==> src/rtl/alu_postprocess.sv <==
// ALU output stage: captures adder results, derives Z/N/C/V flags and buffers
// them in a 2-entry valid/ready FIFO with a sticky overflow flag and pop counter.
module alu_postprocess #(
  parameter int DEPTH = 2,
  parameter int CNT_W = 8
) (
  input  logic             clk,
  input  logic             reset_n,
  input  logic             in_valid,
  output logic             in_ready,
  input  logic [2:0]       op,
  input  logic [3:0]       amod,
  input  logic [3:0]       bmod,
  input  logic [3:0]       sum,
  input  logic             cout,
  output logic             out_valid,
  input  logic             out_ready,
  output logic [3:0]       r,
  output logic [2:0]       r_op,
  output logic             flag_z,
  output logic             flag_n,
  output logic             flag_c,
  output logic             flag_v,
  output logic             v_sticky,
  input  logic             clr_sticky,
  output logic [CNT_W-1:0] op_count
);

  typedef struct packed {
    logic [2:0] op;
    logic       z;
    logic       n;
    logic       c;
    logic       v;
    logic [3:0] res;
  } entry_t;

  logic [1:0] cnt;
  entry_t     head;
  entry_t     tail;
  entry_t     new_entry;
  logic       push;
  logic       pop;

  assign in_ready  = (cnt != 2'd2);
  assign out_valid = (cnt != 2'd0);
  assign push      = in_valid && in_ready;
  assign pop       = out_valid && out_ready;

  always_comb begin
    new_entry     = '0;
    new_entry.op  = op;
    new_entry.z   = (sum == 4'd0);
    new_entry.n   = sum[3];
    new_entry.c   = cout;
    new_entry.v   = (amod[3] == bmod[3]) && (sum[3] != amod[3]);
    new_entry.res = sum;
  end

  // Head register feeds the outputs directly; tail only holds the second entry.
  always_ff @(posedge clk or negedge reset_n) begin
    if (!reset_n) begin
      cnt  <= 2'd0;
      head <= '0;
      tail <= '0;
    end else begin
      case (cnt)
        2'd0: begin
          if (push) begin
            head <= new_entry;
            cnt  <= 2'd1;
          end
        end
        2'd1: begin
          if (push && pop) begin
            head <= new_entry;
          end else if (push) begin
            tail <= new_entry;
            cnt  <= 2'd2;
          end else if (pop) begin
            cnt  <= 2'd0;
          end
        end
        default: begin
          if (pop) begin
            head <= tail;
            cnt  <= 2'd1;
          end
        end
      endcase
    end
  end

  assign r      = head.res;
  assign r_op   = head.op;
  assign flag_z = head.z;
  assign flag_n = head.n;
  assign flag_c = head.c;
  assign flag_v = head.v;

  // Set has priority over clear so an overflow in the clearing cycle is not lost.
  always_ff @(posedge clk or negedge reset_n) begin
    if (!reset_n) begin
      v_sticky <= 1'b0;
    end else if (push && new_entry.v) begin
      v_sticky <= 1'b1;
    end else if (clr_sticky) begin
      v_sticky <= 1'b0;
    end
  end

  always_ff @(posedge clk or negedge reset_n) begin
    if (!reset_n) begin
      op_count <= '0;
    end else if (pop && (op_count != {CNT_W{1'b1}})) begin
      op_count <= op_count + 1'b1;
    end
  end

endmodule

==> config.mk <==
export PLATFORM = sky130hd
export DESIGN_NAME = alu_postprocess
export DESIGN_NICKNAME = d
export VERILOG_FILES = /design/src/rtl/alu_postprocess.sv
export SDC_FILE = /design/constraint.sdc
export NUM_CORES = 1
export LEC_CHECK = 0
export BUFFER_PORTS_ARGS = -buffer_cell sky130_fd_sc_hd__clkbuf_2
export CAP_MARGIN = 20
export CORE_AREA = 3 3 56 58
export CTS_BUF_LIST = sky130_fd_sc_hd__clkbuf_4
export DETAILED_ROUTE_END_ITERATION = 12
export DIE_AREA = 0 0 59 61
export GPL_ROUTABILITY_DRIVEN = 0
export PLACE_DENSITY_LB_ADDON = 0.12
export SLEW_MARGIN = 30
export SYNTH_ARGS = -nofsm -noshare
export SYNTH_HDL_FRONTEND = slang
export SYNTH_SLANG_ARGS = --single-unit
==> constraint.sdc <==
create_clock -name clk -period 2.89 [get_ports clk]
set_input_delay 0.578 -clock clk [delete_from_list [all_inputs] [get_ports clk]]
set_output_delay 0.578 -clock clk [all_outputs]
set_load 0.005 [all_outputs]
Word level (Yosys, flattened, before mapping)
Index checks and enable logic that the tools add are counted.
{"block": "op_classes", "eq_ne": 9, "add_sub_neg": 1, "n_reduce_logical": 14, "bitwise_logic": 1, "muxes": 12}
{"cell": "2-to-1 mux 11 bit", "count": 3}
{"cell": "case mux 11 bit (2 select lines)", "count": 1}
{"cell": "2-to-1 mux 2 bit", "count": 5}
{"cell": "adder 8 x 1 -> 8 bit, second input constant", "count": 1}
{"cell": "inequality test 2 bit, second input constant", "count": 4}
{"cell": "inequality test 8 bit, second input constant", "count": 1}
{"cell": "logical AND 1 bit", "count": 6}
{"cell": "AND reduction 3 bit", "count": 2}
{"cell": "logical NOT 4 bit", "count": 1}
{"cell": "case mux 2 bit (2 select lines)", "count": 1}
{"cell": "AND reduction 4 bit", "count": 1}
{"cell": "nonzero test 2 bit", "count": 2}
{"cell": "inequality test 3 bit, second input constant", "count": 1}
{"cell": "nonzero test 3 bit", "count": 1}
{"cell": "equality test 2 x 1 -> 1 bit, second input constant", "count": 1}
{"cell": "logical NOT 2 bit", "count": 1}
{"cell": "2-to-1 mux 1 bit", "count": 2}
{"cell": "equality test 1 bit", "count": 1}
{"cell": "inequality test 1 bit", "count": 1}
{"cell": "NOT 1 bit", "count": 1}
{"block": "totals", "reg_bits": 33, "inputBits": 21, "out_inout_bits": 22}

Longest topological paths before layout
Gate-level depths: netlist of the first run.
{"block": "logic_depth", "ltp_word": 6, "ltp_mapped": 5}

Least setup slack after synthesis of the first run
OpenSTA, ideal clock, no wires.
{"block": "synth_path", "path_kind": "input port to flip-flop", "from": "input out_ready", "to": "register tail[0] (netlist name)", "arrival_ps": 1486, "slack_ps": 1279, "required_ps": 2765, "cell_stages": 4, "path_buffers": 2, "path_cell_list": "buf_4 > and4bb_2 > buf_6 > mux2_4"}
{"block": "synth_via", "elab_chain_cells": 4}
{"item": "start: declaration", "line": "17", "source": "input logic out_ready,"}
{"item": "logical AND 1 bit", "line": "48", "source": "assign pop = out_valid && out_ready;"}
{"item": "logical AND 1 bit", "line": "75", "source": "if (push && pop) begin"}
{"item": "NOT 1 bit (no source line)"}
{"item": "AND reduction 3 bit (no source line)"}
{"item": "end signal: assignment", "line": "78", "source": "tail <= new_entry;"}
{"item": "end: declaration", "line": "40", "source": "entry_t tail;"}
Every way passes these cells.
A chain may end at the register's enable or synchronous reset.

Worst setup path in the final report of the first run
{"block": "layout_path", "from": "register cnt[1]", "to": "output in_ready"}
{"block": "layout_via", "elab_chain_cells": 1}
{"item": "start: declaration", "line": "38", "source": "logic [1:0] cnt;"}
{"item": "start signal: assignment", "line": "63", "source": "cnt <= 2'd0;"}
{"item": "start signal: assignment", "line": "71", "source": "cnt <= 2'd1;"}
{"item": "start signal: assignment", "line": "79", "source": "cnt <= 2'd2;"}
{"item": "inequality test 2 bit", "line": "45", "source": "assign in_ready = (cnt != 2'd2);"}
{"item": "end: declaration", "line": "10", "source": "output logic in_ready,"}
Every way passes these cells.

==> flow_summary.json, run 1 <==
{
  "row_count": 19,
  "htree_num_levels": 2,
  "hold_buffers": 0,
  "grt_overflow_total": 0,
  "cp_max_fo": 21,
  "ys_async_sr_fraction": 1.00,
  "core_um2": 2710,
  "synth-simple-area-share": 0.0880,
  "final_area_um2": 1800,
  "cts_setup_buffers": 0,
  "r2r-start": "cnt[1]",
  "synth_compound_area_frac": 0.104,
  "drcViolationCount": 0,
  "synth-xor-area-share": 0.00560,
  "synth_area_um2": 1560,
  "clockBufferDepth": 2,
  "p_leak_nw": 0.847,
  "area_growth_pct": 15.0,
  "grt_first_pass_wirelength_um": 4920,
  "final_common_cell": "clkbuf_2",
  "rr_worst_depth": 2,
  "die-area_um2": 3600,
  "tritoncts": "done",
  "synth-edff-count": 0,
  "viasPerCell": 5.77,
  "synth_nets": 143,
  "drt_iter0_drc": 53,
  "grt_max_degree": 32,
  "yosysTopAreaCellShare": 0.496,
  "place_area_um2": 1720,
  "cp.arrival_ns": 1.64,
  "fin_util": 0.663,
  "gr-usage-all-layers": 0.183,
  "num_vias": 1091,
  "critPathLaunch": "cnt[1]",
  "cts.clk_slew.worst_paths_ns": 0.11,
  "cp.depth": 2,
  "final_net_count": 179,
  "cp_num_buf_inv": 1,
  "synth-seq-cells": 31,
  "ys_warn_count": 0,
  "grt_pass1_vias": 1073,
  "synth_top_family_by_area": "multiplexers",
  "finalCriticalPeriod_ns": 2.22,
  "ff2ff_setup_slack_ns": 0.94,
  "synth_flop_cell": "dfrtp_1",
  "endpoint": "in_ready",
  "worstMarginPinSlew_ns": 0.919,
  "dr.pass1.iters": 4,
  "ant_nets": 0,
  "status": "complete, no violations",
  "io_pins": 43,
  "initial_core_util": 0.577,
  "crit_required_ns": 2.31,
  "powerDensity_nw_per_um2": 821,
  "muxShareOfSynthArea": 0.250,
  "cts_root_buf": "clkbuf_4",
  "insertion_delay_ns": 0.34,
  "die_h_um": 61,
  "slowest_delay_ns": 0.96,
  "crit_chain": "nand2b_1, clkbuf_2",
  "holdWs_ns": 0.287,
  "yosysSeqAreaShare": 0.496,
  "wl_per_cell_um": 15.2,
  "critical_path_class": "reg2out",
  "setup_viol_count_final": 0,
  "syn_inst": 121,
  "portBuffers": 36,
  "final_cell_mix": "clkbuf_2 (36), dfrtp_1 (31), mux2_2 (20)",
  "hold_viol_final": 0,
  "timing.fmax_ghz": 0.451,
  "cts_buffers": 5,
  "antenna_found_initial": 0,
  "die_w_um": 59,
  "rsz0062_at_grt": "false",
  "slew_violations": 0,
  "yosysTopAreaCell": "dfrtp_1",
  "synth-adder-area-share": 0.00800,
  "worstSetupStartpointType": "flip-flop",
  "ir_drop_uv": 787,
  "synth.avg_cell_area_um2": 12.9,
  "cp_top_family": "flip-flops",
  "routed_wl_um": 2870,
  "period_share": 0.767,
  "crit_slowest_cell": "dfrtp_1",
  "ctsResizeCount": 0,
  "synth.area.top_cells": "dfrtp_1 (50%), mux2_2 (14%), mux2_4 (8.6%)",
  "ys_types": 35,
  "totalNegativeSetupSlack_ns": 0,
  "drive_above_1_share": 0.481,
  "end_kind": "output port",
  "hold_path_class": "in2async",
  "skew_ns": 0.0115,
  "r2r_end": "tail[10]",
  "slew-limit-headroom": 0.388,
  "dpl.hpwl_um": 2000,
  "antenna_cells": 0,
  "cts.sinks": 31,
  "cap_violations": 0
}
[through the flow]
stage	cells	setup WS [ns]	power, mW
after floorplan	121	1.28	1.00
after global placement	181	0.999	1.13
after detailed placement	181	0.975	1.16
after CTS	189	0.668	1.49
after global routing	189	0.568	1.58
final	189	0.673	1.48
[report_power, final]
part | leakage (nW) | total, mW | internal (mW) | switching, mW
registers | 0.377 | 0.717 | 0.574 | 0.143
clock network | 0.0426 | 0.329 | 0.178 | 0.151
logic | 0.427 | 0.430 | 0.263 | 0.167
total | 0.847 | 1.48 | 1.02 | 0.461
[Yosys cell counts (2+ instances only)]
| cell | n |
|---|---|
| nand3_1 | 2 |
| nand2b_1 | 2 |
| o211ai_1 | 2 |
| mux2_2 | 20 |
| mux2i_1 | 3 |
| nand4_1 | 2 |
| a31oi_1 | 5 |
| nand2_1 | 4 |
| nor2_1 | 4 |
| buf_4 | 3 |
| buf_6 | 3 |
| inv_1 | 4 |
| mux2_4 | 9 |
| dfrtp_1 | 31 |
| a21oi_1 | 7 |
[layer usage]
layer  GRT usage  up-vias  routed length [um]
li1            -      521                   -
met1       0.232      536                1290
met2       0.292       29                1370
met3      0.0596        5                 158
met4      0.0712        0                  42
met5           0        -                   0
[how the worst min path moves through the flow]
stage	from	end	slack [ns]	depth (start not counted)
6_report	reset_n	tail[6]	0.29	1
3_5_place_dp	r_op[1]	r_op[1]	0.50	1
2_1_floorplan	reset_n	cnt[0]	0.28	0
5_1_grt	reset_n	cnt[1]	0.33	1
4_1_cts	reset_n	tail[6]	0.31	1
3_3_place_gp	tail[10]	tail[10]	0.48	1
[layout make-up]
type | instances | area (um2)
Fill cell | 200 | 912
Timing Repair Buffer | 36 | 180
Inverter | 4 | 15.0
Tap cell | 31 | 38.8
Clock inverter | 3 | 38.8
Multi-Input combinational cell | 79 | 712
Sequential cell | 31 | 776
Clock buffer | 5 | 37.5
[cell families after synthesis]
kind of cell             after synthesis
adder cells (fa/ha/maj)                1
AND/OR/NAND/NOR                       23
flip-flops                            31
AO/OA/AOI/OAI                         22
buffers and inverters                 11
XOR/XNOR                               1
multiplexers                          32
[sequential cells by signal, indices dropped and copies added (netlist names)]
name / count
flag_n: 1
r_op: 3
flag_v: 1
tail: 10
r: 3
cnt: 2
op_count: 8
flag_c: 1
v_sticky: 1
flag_z: 1
No activity file was read; power rests on OpenSTA's default activity.
==> inputs of run 2 (changes only) <==
Settings changed: ABC_AREA set to 1, CORE_AREA 3 3 56 58 to 3 3 58 60, DIE_AREA 0 0 59 61 to 0 0 61 63.
Clock period 2.89 ns to 2.1 ns, I/O delays scaled along.
==> run 2 against run 1 <==
  * Hold slack lost 0.16 ns
  * Register-to-register slack lost 0.21 ns
  * Setup slack lost 0.30 ns
  * Core utilization shrank 5.9 points
  * Clock skew grew 0.0026 ns
  * Sequential power grew 20%
  * Critical path type unchanged
  * Critical endpoint unchanged
==> flow_summary.json, run 2 <==
{
  "status": "complete, no violations",
  "die_h_um": 63,
  "clockBufferDepth": 2,
  "yosysSeqAreaShare": 0.507,
  "num_vias": 1297,
  "critical_path_class": "reg2out",
  "crit_required_ns": 1.68,
  "power.share.clock": 0.260,
  "grt_pass1_vias": 1176,
  "wl_per_cell_um": 10.2,
  "cts_root_buf": "clkbuf_4",
  "final_cell_mix": "nand2_1 (92), clkbuf_2 (36), dfrtp_1 (31)",
  "multi_input_area_um2": 628,
  "dpl.hpwl_um": 2050,
  "gr-usage-all-layers": 0.174,
  "dpl_worst_slack_ns": 0.728,
  "htree_num_levels": 2,
  "p_leak_nw": 0.994,
  "regMostFlops": "tail",
  "end_kind": "output port",
  "synth_nets": 222,
  "worstSetupStartpointType": "flip-flop",
  "cp_num_buf_inv": 2,
  "skew_ns": 0.0141,
  "register_area_um2": 776,
  "ys_types": 23,
  "die-area_um2": 3840,
  "synth-adder-area-share": 0.00817,
  "reg_top3": "tail x10, op_count x8",
  "muxShareOfSynthArea": 0,
  "tritoncts": "done",
  "yosys-top-cells-count": "nand2_1 (92), dfrtp_1 (31), inv_1 (20), o21ai_0 (20), nor2_1 (8)",
  "fill_cells": 307,
  "dr.pass1.iters": 4,
  "hold_viol_final": 0,
  "ctsResizeCount": 0,
  "cp_top_family": "flip-flops",
  "worst_slack_ns": 0.373,
  "routed_wl_um": 2780,
  "synth.area.top_cells": "dfrtp_1 (51%), nand2_1 (23%), o21ai_0 (6.5%)",
  "row_count": 20,
  "grt_first_pass_wirelength_um": 5060,
  "antenna_found_initial": 0,
  "holdWs_ns": 0.130,
  "drt_iter0_drc": 70,
  "antenna_cells": 0,
  "grt_overflow_total": 0,
  "cts.clk_slew.worst_paths_ns": 0.10,
  "ant_nets": 0,
  "swShare": 0.322,
  "crit_slowest_cell": "dfrtp_1",
  "slew_violations": 0,
  "ir_drop_uv": 666,
  "slowest_delay_ns": 0.43,
  "setup_viol_count_final": 0,
  "yosys.cell_count.top_type": "nand2_1",
  "timing.fmax_ghz": 0.579,
  "synth_area_um2": 1530,
  "power_mw": 1.73,
  "combPwrFrac": 0.243,
  "totalNegativeSetupSlack_ns": 0,
  "ys_warn_count": 0,
  "syn_inst": 200,
  "synth_flop_cell": "dfrtp_1",
  "io_pins": 43,
  "hold_buffers": 0,
  "synth-edff-count": 0,
  "sequentialPowerShare": 0.497,
  "hold_path_class": "in2async",
  "cp_max_fo": 6,
  "synth.avg_cell_area_um2": 7.66,
  "fin_util": 0.604,
  "synth_compound_area_frac": 0.0850,
  "portBuffers": 36,
  "period_share": 0.822,
  "finalCriticalPeriod_ns": 1.73,
  "synth-seq-cells": 31,
  "p_sw_mw": 0.558,
  "yosysTopAreaCell": "dfrtp_1",
  "yosysTopAreaCellShare": 0.507,
  "cts.sinks": 31,
  "synth_top_family_by_area": "simple AND/OR/NAND/NOR gates",
  "internal_power_mw": 1.18,
  "drcViolationCount": 0,
  "synth-xor-area-share": 0.0172,
  "initial_core_util": 0.514,
  "die_w_um": 61,
  "cts_setup_buffers": 0,
  "insertion_delay_ns": 0.34,
  "core_um2": 2980,
  "worstMarginPinSlew_ns": 0.766,
  "drive_above_1_share": 0.225,
  "largest_reg_flops": 10,
  "final_net_count": 261,
  "powerDensity_nw_per_um2": 964,
  "cap_violations": 0,
  "rsz0062_at_grt": "false",
  "cp.arrival_ns": 1.31,
  "crit_chain": "inv_1, or2_2, clkbuf_2",
  "ys_async_sr_fraction": 1.00,
  "final_common_cell": "nand2_1",
  "grt_max_degree": 32,
  "viasPerCell": 4.75,
  "cts_buffers": 5,
  "area_growth_pct": 17.5,
  "synth-simple-area-share": 0.300,
  "slew-limit-headroom": 0.489
}
[run 2: metal layers]
layer / wire length, um / vias up / global-route usage
met3: 150 / 4 / 0.0682
li1: - / 695 / -
met4: 38 / 0 / 0.0650
met1: 1360 / 571 / 0.235
met5: 0 / - / 0
met2: 1230 / 27 / 0.247
[run 2: power groups by stage]
stage,combinational (mW),sequential [mW],clock (mW)
final,0.422,0.862,0.451
after global routing,0.493,0.883,0.495
after CTS,0.432,0.860,0.466
after detailed placement,0.430,0.872,0
after global placement,0.423,0.867,0
after floorplan,0.273,0.859,0
[run 2: stage by stage]
stage	std cells	cell area [um2]
final	273	1800
after global routing	273	1800
after CTS	273	1800
after detailed placement	265	1720
after global placement	265	1720
after floorplan	200	1530
[run 2: cells by family (layout without fill, tap and decap cells)]
group | count (synthesis) | count (layout)
simple gates | 114 | 114
flops | 31 | 31
buf+inv | 28 | 68
compound gates | 23 | 23
xor+xnor | 3 | 3
fa+ha+maj | 1 | 1
[run 2: final cells by class]
cell class                      count  area share
Sequential cell                    31       0.431
Multi-Input combinational cell    141       0.349
Timing Repair Buffer               38       0.108
Inverter                           22      0.0459
Tap cell                           33      0.0229
Clock inverter                      3      0.0216
Clock buffer                        5      0.0209
[run 2: final timing paths]
kind | from | end | slack (ns) | cells past startpoint
setup / recovery | cnt[1] | in_ready | 0.37 | 3
hold / removal | reset_n | flag_n | 0.13 | 1
setup reg to reg | cnt[1] | flag_z | 0.73 | 6
hold reg to reg | r_op[2] | r_op[2] | 0.49 | 2
max in group asynchronous | reset_n | tail[2] | 1.47 | 1
min in group clk | out_ready | cnt[1] | 0.24 | 2
==> inputs of run 3 (changes only) <==
Settings changed: CORE_AREA 3 3 58 60 to 3 3 61 63, DIE_AREA 0 0 61 63 to 0 0 64 66.
Clock period 2.1 ns to 1.44 ns, I/O delays scaled along.
==> run 3 against run 2 <==
  * Via count is 0.93% higher
  * Core utilization is 3.1 points lower
  * Clock power is 0.9% higher
  * Critical endpoint unchanged
==> flow_summary.json, run 3 (synthesis gave the netlist of run 2 again) <==
{
  "grt_overflow_total": 0,
  "rsz0062_at_grt": "true",
  "area_growth_pct": 23.0,
  "use_met2": 0.254,
  "cts.clk_slew.worst_paths_ns": 0.09,
  "busiest_layer": "met2",
  "hold_start": "out_ready",
  "worstSetupStartpointType": "flip-flop",
  "powerDensity_nw_per_um2": 1290,
  "cts.sinks": 31,
  "r2r-start": "op_count[0]",
  "setup_viol_count_final": 0,
  "row_count": 21,
  "slowest_delay_ns": 0.39,
  "insertion_delay_ns": 0.33,
  "skew_ns": 0.00507,
  "critPathLaunch": "cnt[1]",
  "largest_reg_flops": 10,
  "final_common_cell": "nand2_1",
  "antenna_cells": 0,
  "crit_required_ns": 1.15,
  "critical_path_class": "reg2out",
  "end_kind": "output port",
  "finalCriticalPeriod_ns": 1.41,
  "ir_drop_uv": 711,
  "regMostFlops": "tail",
  "wl_per_cell_um": 10.3,
  "grt_util_met1": 0.191,
  "place_area_um2": 1780,
  "die_h_um": 66,
  "routed_wl_um": 3040,
  "p_leak_nw": 1.03,
  "drcViolationCount": 0,
  "worstMarginPinSlew_ns": 0.524,
  "rr_worst_depth": 8,
  "final_cell_mix": "nand2_1 (92), clkbuf_2 (36), dfrtp_1 (30)",
  "viasPerCell": 4.44,
  "die_w_um": 64,
  "final_net_count": 271,
  "drive_above_1_share": 0.265,
  "hold_path_class": "in2reg",
  "gr-usage-all-layers": 0.156,
  "cp_max_fo": 3,
  "cp.arrival_ns": 1.12,
  "period_share": 0.980,
  "tritoncts": "done",
  "power_mw": 2.42,
  "crit_slowest_cell": "dfrtp_1",
  "ant_nets": 0,
  "slew_violations": 0,
  "ff2ff_setup_slack_ns": 0.15,
  "min_to": "cnt[1]",
  "status": "complete, no violations",
  "crit_chain": "inv_2, or2_4, clkbuf_2",
  "slew-limit-headroom": 0.651,
  "io_pins": 43,
  "reg_top3": "tail x10, op_count x8",
  "htree_num_levels": 2,
  "drt_iter0_drc": 38,
  "core_um2": 3280,
  "die-area_um2": 4220,
  "cap_violations": 0,
  "grt_max_degree": 23,
  "antenna_found_initial": 0,
  "portBuffers": 36,
  "dr.pass1.iters": 4,
  "timing.fmax_ghz": 0.709,
  "initial_core_util": 0.466,
  "clockBufferDepth": 2,
  "hold_viol_final": 0,
  "grt_use_met3": 0.0510,
  "fin_util": 0.573,
  "r2r_end": "op_count[3]",
  "grt_pass1_vias": 1186,
  "dpl.hpwl_um": 2220,
  "cts_root_buf": "clkbuf_4",
  "num_vias": 1309,
  "hold-path-cell-count": 2,
  "final_area_um2": 1880,
  "cts_buffers": 5,
  "grt_first_pass_wirelength_um": 5110
}
-- run 3: report_power, final --
group	switching, mW	internal (mW)
sequential	0.156	1.08
clock	0.282	0.173
combinational	0.380	0.346
-- run 3: critical path, delay by kind of cell, from the launching register on --
kind	cells	cell delay (ns)
flops	1	0.39
simple gates	1	0.25
buf+inv	2	0.17
-- run 3: repair_timing --
action                                  4_1_cts  5_1_grt
gates cloned                                  0        0
endpoints found under the setup margin        1        8
resized for setup                             5        3
endpoints found under the hold margin        20        0
hold buffers                                  1        0
setup buffers                                 3        1
pin swaps                                     1        2
-- run 3: metrics by stage --
stage / setup WS (ns) / hold WS [ns] / setup TNS, ns / std cells
6_report: 0.0289 / 0.133 / 0 / 295
5_1_grt: -0.0232 / 0.125 / -0.0393 / 295
4_1_cts: -0.000882 / 0.114 / -0.000882 / 294
3_5_place_dp: 0.108 / 0.290 / 0 / 283
3_3_place_gp: 0.147 / 0.294 / 0 / 283
2_1_floorplan: 0.226 / -0.00759 / 0 / 200
-- run 3: cell type report --
class | instances | area [um2]
Fill cell | 329 | 1400
Sequential cell | 31 | 777
Multi-Input combinational cell | 141 | 643
Timing Repair Buffer | 48 | 277
Inverter | 22 | 82.6
Tap cell | 46 | 57.6
Clock buffer | 5 | 37.5
Clock inverter | 2 | 8.76
-- run 3: worst max-delay path by stage --
stage / endpoint / slack (ns) / depth (start not counted)
detailed placement: op_count[3] / 0.11 / 8
CTS: in_ready / -0.0009 / 2
global route: in_ready / -0.02 / 3
finish: in_ready / 0.03 / 3
floorplan: op_count[3] / 0.23 / 8
global placement: op_count[3] / 0.15 / 8
-- run 3: metal layers --
metal	part of all wire	up-vias
met1	0.44	563
met4	0.013	0
li1	-	718
met2	0.49	22
met5	0	-
met3	0.046	6
